**src/rtl/keypad_pkg.sv**
```systemverilog
// keypad_pkg: shared types and constants for the 4x4 keypad scanner.
package keypad_pkg;
  typedef enum logic [1:0] {SCAN = 2'b01, HOLD = 2'b10} state_t;
  localparam logic [0:3][0:3][3:0] KEYMAP = '{
    '{4'h1, 4'h2, 4'h3, 4'hA},
    '{4'h4, 4'h5, 4'h6, 4'hB},
    '{4'h7, 4'h8, 4'h9, 4'hC},
    '{4'hE, 4'h0, 4'hF, 4'hD}
  };
  localparam logic [0:3][3:0] COL_DRIVE = '{4'b1110, 4'b1101, 4'b1011, 4'b0111};
endpackage

```
**src/rtl/sync_2ff.sv**
```systemverilog
// sync_2ff: multi-stage synchronizer for asynchronous pad inputs.
module sync_2ff #(
  parameter int W = 1,
  parameter int STAGES = 2,
  parameter logic [W-1:0] INIT = '0
) (
  input  logic         clk,
  input  logic         reset,
  input  logic [W-1:0] d,
  output logic [W-1:0] q
);
  logic [STAGES-1:0][W-1:0] ff;
  always_ff @(posedge clk)
    if (!reset) ff <= {STAGES{INIT}};
    else ff <= {ff[STAGES-2:0], d};
  assign q = ff[STAGES-1];
endmodule

```
**src/rtl/keypad_scanner.sv**
```systemverilog
// keypad_scanner: scans a 4x4 active-low matrix and holds the column of a pressed key until release.
module keypad_scanner
  import keypad_pkg::*;
#(
  parameter int SCAN_DIV = 37500,
  parameter int SYNC_STAGES = 2
) (
  input  logic       clk,
  input  logic       reset,
  input  logic [3:0] rows,
  output logic [3:0] cols,
  output logic [3:0] key_code,
  output logic       key_pressed
);
  localparam int CW = $clog2(SCAN_DIV);
  logic [CW-1:0] cnt;
  logic          tick;
  logic [3:0]    rows_s;
  logic [1:0]    col, col_n, row_idx;
  logic [3:0]    code_n;
  logic          pressed_n;
  state_t        state, state_n;

  sync_2ff #(.W(4), .STAGES(SYNC_STAGES), .INIT(4'hF)) u_sync (
    .clk(clk), .reset(reset), .d(rows), .q(rows_s)
  );

  assign tick = cnt == CW'(SCAN_DIV - 1);
  assign row_idx = !rows_s[0] ? 2'd0 : !rows_s[1] ? 2'd1 : !rows_s[2] ? 2'd2 : 2'd3;

  always_ff @(posedge clk)
    if (!reset) begin
      state       <= SCAN;
      cnt         <= '0;
      col         <= '0;
      key_code    <= 4'h0;
      key_pressed <= 1'b0;
    end else begin
      state       <= state_n;
      cnt         <= tick ? '0 : cnt + 1'b1;
      col         <= col_n;
      key_code    <= code_n;
      key_pressed <= pressed_n;
    end

  always_comb begin
    state_n   = state;
    col_n     = col;
    code_n    = key_code;
    pressed_n = key_pressed;
    case (state)
      SCAN: if (tick) begin
        if (rows_s != 4'hF) begin
          code_n    = KEYMAP[row_idx][col];
          pressed_n = 1'b1;
          state_n   = HOLD;
        end else col_n = col + 2'd1;
      end
      HOLD: if (tick && rows_s == 4'hF) begin
        pressed_n = 1'b0;
        col_n     = col + 2'd1;
        state_n   = SCAN;
      end
      default: begin
        state_n   = SCAN;
        col_n     = '0;
        pressed_n = 1'b0;
      end
    endcase
  end

  always_comb cols = COL_DRIVE[col];
endmodule

```
**config.mk**
```make
export PLATFORM = sky130hd
export DESIGN_NAME = keypad_scanner
export DESIGN_NICKNAME = d
export VERILOG_FILES = /design/src/rtl/keypad_pkg.sv /design/src/rtl/sync_2ff.sv /design/src/rtl/keypad_scanner.sv
export SDC_FILE = /design/constraint.sdc
export NUM_CORES = 1
export LEC_CHECK = 0
export BUFFER_PORTS_ARGS = -buffer_cell sky130_fd_sc_hd__buf_2
export CAP_MARGIN = 0
export CELL_PAD_IN_SITES_DETAIL_PLACEMENT = 0
export CELL_PAD_IN_SITES_GLOBAL_PLACEMENT = 1
export CORE_MARGIN = 2
export CORE_UTILIZATION = 44
export CTS_BUF_LIST = sky130_fd_sc_hd__clkbuf_4 sky130_fd_sc_hd__clkbuf_8 sky130_fd_sc_hd__clkbuf_16
export DETAILED_ROUTE_END_ITERATION = 7
export PLACE_DENSITY = 0.86
export SLEW_MARGIN = 20
export SYNTH_ARGS = -nofsm -noshare
export SYNTH_HDL_FRONTEND = slang
export SYNTH_SLANG_ARGS = --single-unit
```
**constraint.sdc**
```tcl
create_clock -name clk -period 2.25 [get_ports clk]
set_clock_uncertainty 0.15 [all_clocks]
set_input_delay 0.675 -clock clk [delete_from_list [all_inputs] [get_ports clk]]
set_output_delay 0.675 -clock clk [all_outputs]
set_load 0.01 [all_outputs]
```
==> key figures, run 1 <==
CTS
  – Clk Latency, worst-skew pair: ~0.33 ns
  – CTS buffer count: 5
  – Root buf cell: clkbuf_4
  – CTS Sinks: 32
  – CTS tree: yes
  – H-tree levels: 2
  – Clk pin slew, worst setup/hold paths: about 0.090 ns
  – Post-CTS setup repair buffer count: 0
  – Max Buffers Root-to-Sink: 2

Floorplanning
  – Initial Utilization: 0.470
  – Core area: ~3400 um2
  – Die width: roughly 64 um
  – Die ar.: just over 4000 um2
  – Chip height: between 60 and 70 um
  – # rows: 21
  – Ports: 15

Setup path
  – CP Capture Type: primary output
  – Largest stage delay on the critical path: roughly 0.44 ns
  – Worst r2r src: cnt[0]
  – Slowest cell on crit path: dfxtp_2
  – Buffers and inverters on the worst path: 3
  – R2r setup slk: roughly 0.40 ns
  – Most common cell on crit path: inv_1
  – CP Launch Type: flip-flop
  – Worst path top cell family by delay: flip-flops
  – Critical path cell sequence: inv_1 -> ha_1 -> inv_1 -> buf_2
  – WS Path Type: flip-flop to primary output
  – Worst EP arrival: between 1 and 1.5 ns
  – Critical Path RT: approximately 1.4 ns
  – R2R Path End: key_code[1]
  – CP max FO: 11
  – FF-to-FF path depth: 6

STA
  – Fin crit period: 2.08 ns
  – Hold violation total from the final report: 0
  – Min Hold Slack: ~0.27 ns
  – Setup Viol. Count Final: 0
  – Final worst-path setup slack: between 0.15 and 0.2 ns
  – Setup TNS: 0 ns
  – Worst-Margin Slew: 0.469 ns
  – Unrepaired setup endpoints after global routing: no
  – Slew headroom: 0.687
  – Final Cycle Share: 0.926
  – Max Freq: 0.480 GHz
  – Slew Viols, Final: 0

Routing
  – Post-DRT Antenna Nets: 0
  – Vias/cell: about 5
  – Routed wire length: approximately 2900 um
  – Total vias in the final route: about 1,200
  – Initial drt markers: between 40 and 50
  – Drt drc: 0
  – Drt pass-1 iters: 4
  – Routed wire per std cell: 12.1 um

GRT
  – Initial antenna violation count: 0
  – GRT Util Overall: 0.163
  – Global-route wire length before repair: ~5200 um
  – Largest net degree at the start of global routing: 29
  – Total gr overflow: 0
  – Vias in the first global route: around 1,200

Layout
  – Area delta synth->final: 10.5%
  – Most common cell after layout, fill and taps aside: dfxtp_1
  – Nets: about 210
  – Post-Layout Inst Area: approximately 1800 um2
  – Core Util, Final: 0.519
  – Most frequent cells in the layout: dfxtp_1 (30), nor2_1 (20), nand2_1 (15), inv_1 (14), buf_2 (14)
  – Fin cells: 240
  – Number of diodes: 0
  – Share of cells above drive strength 1: 0.196

Synthesis
  – Synth warn: 0
  – Largest family of logic cells by synthesized area: simple AND/OR/NAND/NOR gates
  – Post-synthesis net count: 190
  – Simple-gate share of the synthesized area: 0.300
  – Complex-gate fraction of the synthesized area: 0.0889
  – Post-synthesis cell type count: 39
  – Synth Area in XOR/XNOR: 0.0819
  – Post-Syn Area: about 1600 um2
  – FF+latch count, synth: 32
  – Seq/Total Area, Yosys: 0.399
  – Synth Area in Adders: 0.0546
  – Synth Instances: 177
  – Syn Area/Cell: ~9.1 um2
  – Mux contribution to synthesized area: 0.0187

Hold path
  – Hold Crit Start: u_sync.ff[3]
  – Endpoint, Worst Hold: u_sync.q[3]
  – Hold path cells: 1
  – Tightest Hold Check Type: flip-flop to flip-flop

Placement
  – DP Worst Slack: 0.322 ns
  – Dpl cells: roughly 230
  – Routability cong.: 0.793
  – IO Port Bufs: 14
  – DP HPWL: roughly 2100 um
  – Placed instance area: about 1700 um2

Pwr
  – Power Density: about 550 nW/um2
  – Worst vdd ir: between 300 and 400 uV
  – Pleak: ~0.67 nW
  – Total power: between 0.9 and 1 mW

Run
  – Max-cap viol count: 0

Outcome
  – Status: complete, no violations
==> power breakdown <==
| group | internal (mW) | switching [mW] |
|---|---|---|
| clock network | 0.148 | 0.189 |
| logic | 0.0193 | 0.0307 |
| registers | 0.577 | 0.0102 |
| total | 0.745 | 0.230 |
==> routing by layer <==
metal	share of wire	track usage
met4	0.018	0.0638
met2	0.47	0.264
met3	0.043	0.0546
met1	0.47	0.197
met5	0	0
==> worst max-delay path by stage <==
stage	slack [ns]	depth (start not counted)	from	to
final	0.17	4	col[0]	cols[0]
after global routing	0.05	4	col[0]	cols[0]
after CTS	0.01	4	col[1]	cols[1]
after detailed placement	0.32	5	reset	col[1]
after global placement	0.36	5	reset	col[0]
after floorplan	0.46	4	col[0]	cols[0]
==> what timing repair did <==
action | 4_1_cts | 5_1_grt
hold buffers | 0 | 0
gates cloned | 0 | 0
resized for setup | 1 | 1
endpoints found under the setup margin | 2 | 2
==> cell type report <==
cell class	count	area, um2
Multi-Input combinational cell	124	872
Fill cell	352	1640
Sequential cell	32	643
Tap cell	46	57.6
Clock inverter	2	10.0
Clock buffer	6	51.3
Timing Repair Buffer	16	85.1
Inverter	14	52.6
==> state kept, by name, indices dropped and copies added, names as in the netlist <==
name,count
cnt,16
col,2
key_code,4
key_pressed,1
state,1
u_sync.ff,4
u_sync.q,4
==> worst reg2reg max path: cells and delay by family, from the launching register on <==
| kind | cells | cell delay, ns |
|---|---|---|
| simple gates | 2 | 0.44 |
| buf+inv | 1 | 0.26 |
| compound gates | 2 | 0.23 |
| fa+ha+maj | 1 | 0.25 |
| flops | 1 | 0.40 |
==> synthesized netlist by cell type, drive strengths merged <==
cell     n  area share
buf      3       0.015
xor2     2       0.011
nand4   10       0.047
nor4     5       0.035
a32oi    3       0.016
o41ai    1       0.010
nor3     7       0.022
mux2i    3       0.019
and4bb   1      0.0078
nand4b   1      0.0055
and3     4       0.016
a21boi   1      0.0047
a221oi   1      0.0055
nor4bb   1      0.0062
nor2b    2      0.0078
nor2    22       0.058
a31oi    1      0.0039
a21oi    2      0.0062
o221ai   1      0.0055
o311ai   3       0.026
clkbuf   4      0.0094
dfxtp   32        0.40
xnor2   13       0.071
o211ai   1      0.0078
nand2   15       0.035
nand3    6       0.019
ha       7       0.055
or2      1      0.0039
nand2b   8       0.031
inv     14       0.033
and4b    1      0.0062
o21ai    1      0.0031
==> cell families (layout without fill, tap and decap cells) <==
family                   count (synthesis)  count (layout)
flip-flops                              32              32
AND/OR/NAND/NOR                         84              84
XOR/XNOR                                15              15
adder cells (fa/ha/maj)                  7               7
multiplexers                             3               3
buffers and inverters                   21              38
AO/OA/AOI/OAI                           15              15
(Power assumes the default switching activity.)
==> run 2, diff against run 1 <==
--- a/config.mk
+++ b/config.mk
@@ -13,6 +13,7 @@
 export CORE_UTILIZATION = 44
 export CTS_BUF_LIST = sky130_fd_sc_hd__clkbuf_4 sky130_fd_sc_hd__clkbuf_8 sky130_fd_sc_hd__clkbuf_16
 export DETAILED_ROUTE_END_ITERATION = 7
+export MAX_ROUTING_LAYER = met4
 export PLACE_DENSITY = 0.86
 export SLEW_MARGIN = 20
 export SYNTH_ARGS = -nofsm -noshare
==> key figures, run 2 (same netlist as run 1, synthesis figures left out) <==
Outcome
  – Status: complete, no violations (unchanged)

Setup path
  – CP max FO: 11 (unchanged)
  – Most common cell on crit path: inv_1 (unchanged)
  – Critical Path RT: 1.42 ns (about the same)
  – Slowest cell on crit path: dfxtp_2 (unchanged)
  – CP Capture Type: primary output (unchanged)
  – Largest stage delay on the critical path: 0.44 ns (about the same)
  – Buffers and inverters on the worst path: 3 (unchanged)
  – Critical path cell sequence: inv_1 -> ha_1 -> inv_1 -> buf_2 (unchanged)
  – Worst path top cell family by delay: flip-flops (unchanged)
  – WS Path Type: flip-flop to primary output (unchanged)
  – Worst EP arrival: 1.26 ns (about the same)
  – CP Launch Type: flip-flop (unchanged)

GRT
  – Largest net degree at the start of global routing: 29 (unchanged)
  – GR Layer Usage met1: 0.197 (unchanged)
  – GRT Util Overall: 0.168 (was 0.163)
  – Global-route wire length before repair: 5240 um (about the same)
  – GR Util met3: 0.0546 (unchanged)
  – Top Usage Layer GRT: met2 (unchanged)
  – GR Util met2: 0.264 (unchanged)
  – Vias in the first global route: 1,172 (was 1,180)
  – Initial antenna violation count: 0 (unchanged)
  – Total gr overflow: 0 (unchanged)

Layout
  – Number of diodes: 0 (unchanged)
  – Most frequent cells in the layout: dfxtp_1 (30), nor2_1 (20), nand2_1 (15), inv_1 (14), buf_2 (14) (unchanged)
  – Nets: 206 (unchanged)
  – Most common cell after layout, fill and taps aside: dfxtp_1 (unchanged)
  – Area delta synth->final: 10.5% (unchanged)
  – Share of cells above drive strength 1: 0.196 (unchanged)
  – Max reg flops: 16 (unchanged)
  – Biggest register: cnt (unchanged)

Floorplanning
  – Core area: 3420 um2 (unchanged)
  – # rows: 21 (unchanged)
  – Die ar.: 4140 um2 (unchanged)
  – Die width: 64.4 um (unchanged)
  – Ports: 15 (unchanged)
  – Initial Utilization: 0.470 (unchanged)
  – Chip height: 64.4 um (unchanged)

STA
  – Fin crit period: 2.08 ns (about the same)
  – Unrepaired setup endpoints after global routing: no (unchanged)
  – Setup Viol. Count Final: 0 (unchanged)
  – Max Freq: 0.481 GHz (was 0.480 GHz)
  – Slew Viols, Final: 0 (unchanged)
  – Slew headroom: 0.686 (was 0.687)
  – Setup TNS: 0 ns (unchanged)
  – Final Cycle Share: 0.925 (was 0.926)
  – Hold violation total from the final report: 0 (unchanged)
  – Worst-Margin Slew: 0.470 ns (was 0.469 ns)

Pwr
  – Total power: 0.973 mW (was 0.974 mW)
  – Pleak: 0.673 nW (unchanged)
  – Worst vdd ir: 400 uV (about the same)
  – Power Density: 549 nW/um2 (was 550 nW/um2)

CTS
  – H-tree levels: 2 (unchanged)
  – CTS Sinks: 32 (unchanged)
  – Hold_buf cts: 0 (unchanged)
  – Clk Latency, worst-skew pair: 0.33 ns (about the same)
  – Clk pin slew, worst setup/hold paths: 0.09 ns (about the same)
  – Max Buffers Root-to-Sink: 2 (unchanged)
  – Post-CTS setup repair buffer count: 0 (unchanged)
  – Root buf cell: clkbuf_4 (unchanged)
  – CTS buffer count: 5 (unchanged)
  – CTS tree: yes (unchanged)

Routing
  – Routed wire per std cell: 12.2 um (was 12.1 um)
  – Drt drc: 0 (unchanged)
  – Routed wire length: 2920 um (was 2910 um)
  – Total vias in the final route: 1,240 (was 1,235)
  – Initial drt markers: 52 (was 47)
  – Vias/cell: 5.17 (was 5.15)
  – Drt pass-1 iters: 4 (unchanged)
  – Post-DRT Antenna Nets: 0 (unchanged)

Placement
  – Routability cong.: 0.805 (was 0.793)
  – IO Port Bufs: 14 (unchanged)
  – DP HPWL: 2120 um (unchanged)

Run
  – Max-cap viol count: 0 (unchanged)

Hold path
  – Tightest Hold Check Type: flip-flop to flip-flop (unchanged)
==> run 2: worst paths after layout <==
kind,startpoint,to,slack [ns],cells past startpoint
worst min register to register,u_sync.ff[3],u_sync.q[3],0.27,1
worst min-delay path,u_sync.ff[3],u_sync.q[3],0.27,1
worst max-delay path,col[0],cols[0],0.17,4
worst max register to register,cnt[0],key_code[1],0.40,5
==> run 2: per-layer routing <==
metal	vias to the layer above	routed length [um]
met5	-	0
met4	0	55
met3	5	120
met2	20	1370
met1	572	1380
li1	643	-
==> run 2: layout make-up <==
class,count,area (um2)
Clock buffer,6,51.3
Timing Repair Buffer,16,85.1
Tap cell,46,57.6
Inverter,14,52.6
Sequential cell,32,643
Multi-Input combinational cell,124,872
Clock inverter,2,10.0
Fill cell,352,1640
==> run 2: through the flow <==
step	cell area, um2	setup WS [ns]	std cells	hold WS, ns	util
final	1770	0.169	240	0.265	0.519
after floorplan	1600	0.459	177	0.236	-
after detailed placement	1710	0.322	232	0.243	0.500
after global routing	1770	0.0426	240	0.282	0.519
after global placement	1710	0.362	232	0.238	0.500
after CTS	1770	0.0106	240	0.266	0.518
==> run 2: repair_timing <==
action | CTS | global route
endpoints found under the hold margin | 0 | 0
resized for setup | 1 | 1
setup endpoints to repair | 2 | 2
pin swaps | 0 | 0
==> run 2: power by group <==
part / internal, mW / total [mW] / switching [mW]
sequential: 0.577 / 0.587 / 0.0103
combinational: 0.0192 / 0.0499 / 0.0307
clock: 0.148 / 0.336 / 0.187
==> run 3, diff against run 2 <==
==> constraint.sdc (replaced) <==
create_clock -name clk -period 2.05 [get_ports clk]
set_clock_uncertainty 0.15 [all_clocks]
set_input_delay 0.615 -clock clk [delete_from_list [all_inputs] [get_ports clk]]
set_output_delay 0.615 -clock clk [all_outputs]
set_load 0.01 [all_outputs]
==> key figures, run 3 (same netlist as run 1, synthesis figures left out) <==
Pwr
  – Worst vdd ir: 403 uV (was 400 uV)
  – Pleak: 0.672 nW (was 0.673 nW)
  – Power Density: 581 nW/um2 (was 549 nW/um2)

CTS
  – Root buf cell: clkbuf_4 (unchanged)
  – CTS buffer count: 5 (unchanged)
  – Clk pin slew, worst setup/hold paths: 0.09 ns (about the same)
  – CTS Sinks: 32 (unchanged)
  – Clk Latency, worst-skew pair: 0.32 ns (was 0.33 ns)
  – CTS tree: yes (unchanged)
  – Hold_buf cts: 0 (unchanged)
  – H-tree levels: 2 (unchanged)
  – Max Buffers Root-to-Sink: 2 (unchanged)

STA
  – Unrepaired setup endpoints after global routing: no (unchanged)
  – Fin crit period: around 2.0 ns
  – Slew Viols, Final: 0 (unchanged)
  – Final Cycle Share: 0.953
  – Slew headroom: 0.718 (was 0.686)
  – Min Hold Slack: 0.261 ns (was 0.265 ns)
  – Setup TNS: 0 ns (unchanged)
  – Max Freq: slightly above 0.5 GHz
  – Worst-Margin Slew: 0.418 ns (was 0.470 ns)
  – Hold violation total from the final report: 0 (unchanged)
  – Setup Viol. Count Final: 0 (unchanged)

Layout
  – Share of cells above drive strength 1: 0.196 (unchanged)
  – Most common cell after layout, fill and taps aside: dfxtp_1 (unchanged)
  – Number of diodes: 0 (unchanged)
  – Fillcell total: 332 (was 352)
  – Core Util, Final: 0.519 (about the same)
  – Max reg flops: 16 (unchanged)
  – Biggest register: cnt (unchanged)
  – Register area: 648 um2 (was 643 um2)
  – Area delta synth->final: 10.5% (about the same)
  – Most frequent cells in the layout: dfxtp_1 (30), nor2_1 (20), nand2_1 (15), inv_1 (14), buf_2 (14) (unchanged)
  – Area occupied by multi-input gates: 872 um2 (unchanged)
  – Nets: 207 (was 206)

Routing
  – Drt pass-1 iters: 4 (unchanged)
  – Total vias in the final route: 1,249 (was 1,240)
  – Drt drc: 0 (unchanged)
  – Vias/cell: 5.20 (was 5.17)
  – Routed wire length: 2890 um (was 2920 um)
  – Initial drt markers: 84 (was 52)
  – Post-DRT Antenna Nets: 0 (unchanged)
  – Routed wire per std cell: 12.1 um (was 12.2 um)

Placement
  – Routability cong.: 0.756 (was 0.805)
  – DP HPWL: 2110 um (was 2120 um)
  – IO Port Bufs: 14 (unchanged)

GRT
  – Top Usage Layer GRT: met2 (unchanged)
  – GRT Util Overall: 0.157 (was 0.168)
  – GR Util met2: 0.245 (was 0.264)
  – Total gr overflow: 0 (unchanged)
  – Global-route wire length before repair: 4860 um (was 5240 um)
  – GR Layer Usage met1: 0.183 (was 0.197)
  – Initial antenna violation count: 0 (unchanged)
  – Vias in the first global route: 1,134 (was 1,172)
  – Largest net degree at the start of global routing: 20 (was 29)
  – GR Util met3: 0.0511 (was 0.0546)

Hold path
  – Hold Crit Start: u_sync.ff[3] (unchanged)
  – Tightest Hold Check Type: flip-flop to flip-flop (unchanged)
  – Endpoint, Worst Hold: u_sync.q[3] (unchanged)
  – Hold path cells: 1 (unchanged)

Setup path
  – R2R Path End: key_code[3] (was key_code[1])
  – Critical Path RT: 1.28 ns (was 1.42 ns)
  – Most common cell on crit path: inv_1 (unchanged)
  – Worst r2r src: cnt[0] (unchanged)
  – CP Launch Type: flip-flop (unchanged)
  – CP max FO: 11 (unchanged)
  – Worst EP arrival: 1.19 ns (was 1.26 ns)
  – FF-to-FF path depth: 6 (was 5)
  – Critical path cell sequence: inv_1 -> ha_1 -> inv_1 -> buf_2 (unchanged)
  – Slowest cell on crit path: dfxtp_4 (was dfxtp_2)
  – CP Capture Type: primary output (unchanged)
  – WS Path Type: flip-flop to primary output (unchanged)
  – R2r setup slk: 0.22 ns (was 0.40 ns)
  – Largest stage delay on the critical path: 0.41 ns (was 0.44 ns)

Floorplanning
  – Die width: 64.4 um (unchanged)
  – # rows: 21 (unchanged)
  – Chip height: 64.4 um (unchanged)
  – Core area: 3420 um2 (unchanged)
  – Initial Utilization: 0.470 (unchanged)
  – Ports: 15 (unchanged)
  – Die ar.: 4140 um2 (unchanged)

Outcome
  – Status: complete, no violations (unchanged)

Run
  – Max-cap viol count: 0 (unchanged)
run 3: critical path: cells and delay by family, from the launching register on:
family	cells	cell delay (ns)
flops	1	0.41
buf+inv	3	0.25
fa+ha+maj	1	0.20
run 3: stage by stage:
stage | total power, mW | area (um2) | worst slack [ns] | std cells
after floorplan | 0.699 | 1600 | 0.319 | 177
after global placement | 0.713 | 1720 | 0.287 | 233
after detailed placement | 0.715 | 1720 | 0.243 | 233
after CTS | 1.05 | 1770 | 0.0128 | 240
after global routing | 1.08 | 1770 | 0.0258 | 240
final | 1.03 | 1770 | 0.0967 | 240
run 3: layout make-up:
type                    instances  share of cell area
flip-flops and latches         32               0.366
multi-input cells             124               0.492
clock buffers                   6              0.0254
inverters                      14              0.0296
well taps                      46              0.0325
clock inverters                 1             0.00282
repair buffers                 17              0.0522
run 3: worst max path at each step:
stage,cells past startpoint,to,from
3_5_place_dp,6,key_code[3],cnt[0]
5_1_grt,4,cols[2],col[0]
3_3_place_gp,6,key_code[0],cnt[0]
4_1_cts,4,cols[2],col[0]
6_report,4,cols[2],col[0]
2_1_floorplan,4,cols[0],col[0]
run 3: report_power, final:
group | total (mW) | switching [mW] | internal (mW)
registers | 0.642 | 0.0115 | 0.631
logic | 0.0558 | 0.0337 | 0.0221
clock network | 0.332 | 0.193 | 0.139
run 3: layer usage:
metal,vias to the layer above,share of wire
met4,0,0.018
met2,35,0.47
met1,567,0.46
met5,-,0
li1,640,-
met3,7,0.053
run 3: timing repair:
action | CTS | global route
buffers inserted | 0 | 0
setup endpoints to repair | 3 | 3
resized for setup | 2 | 2
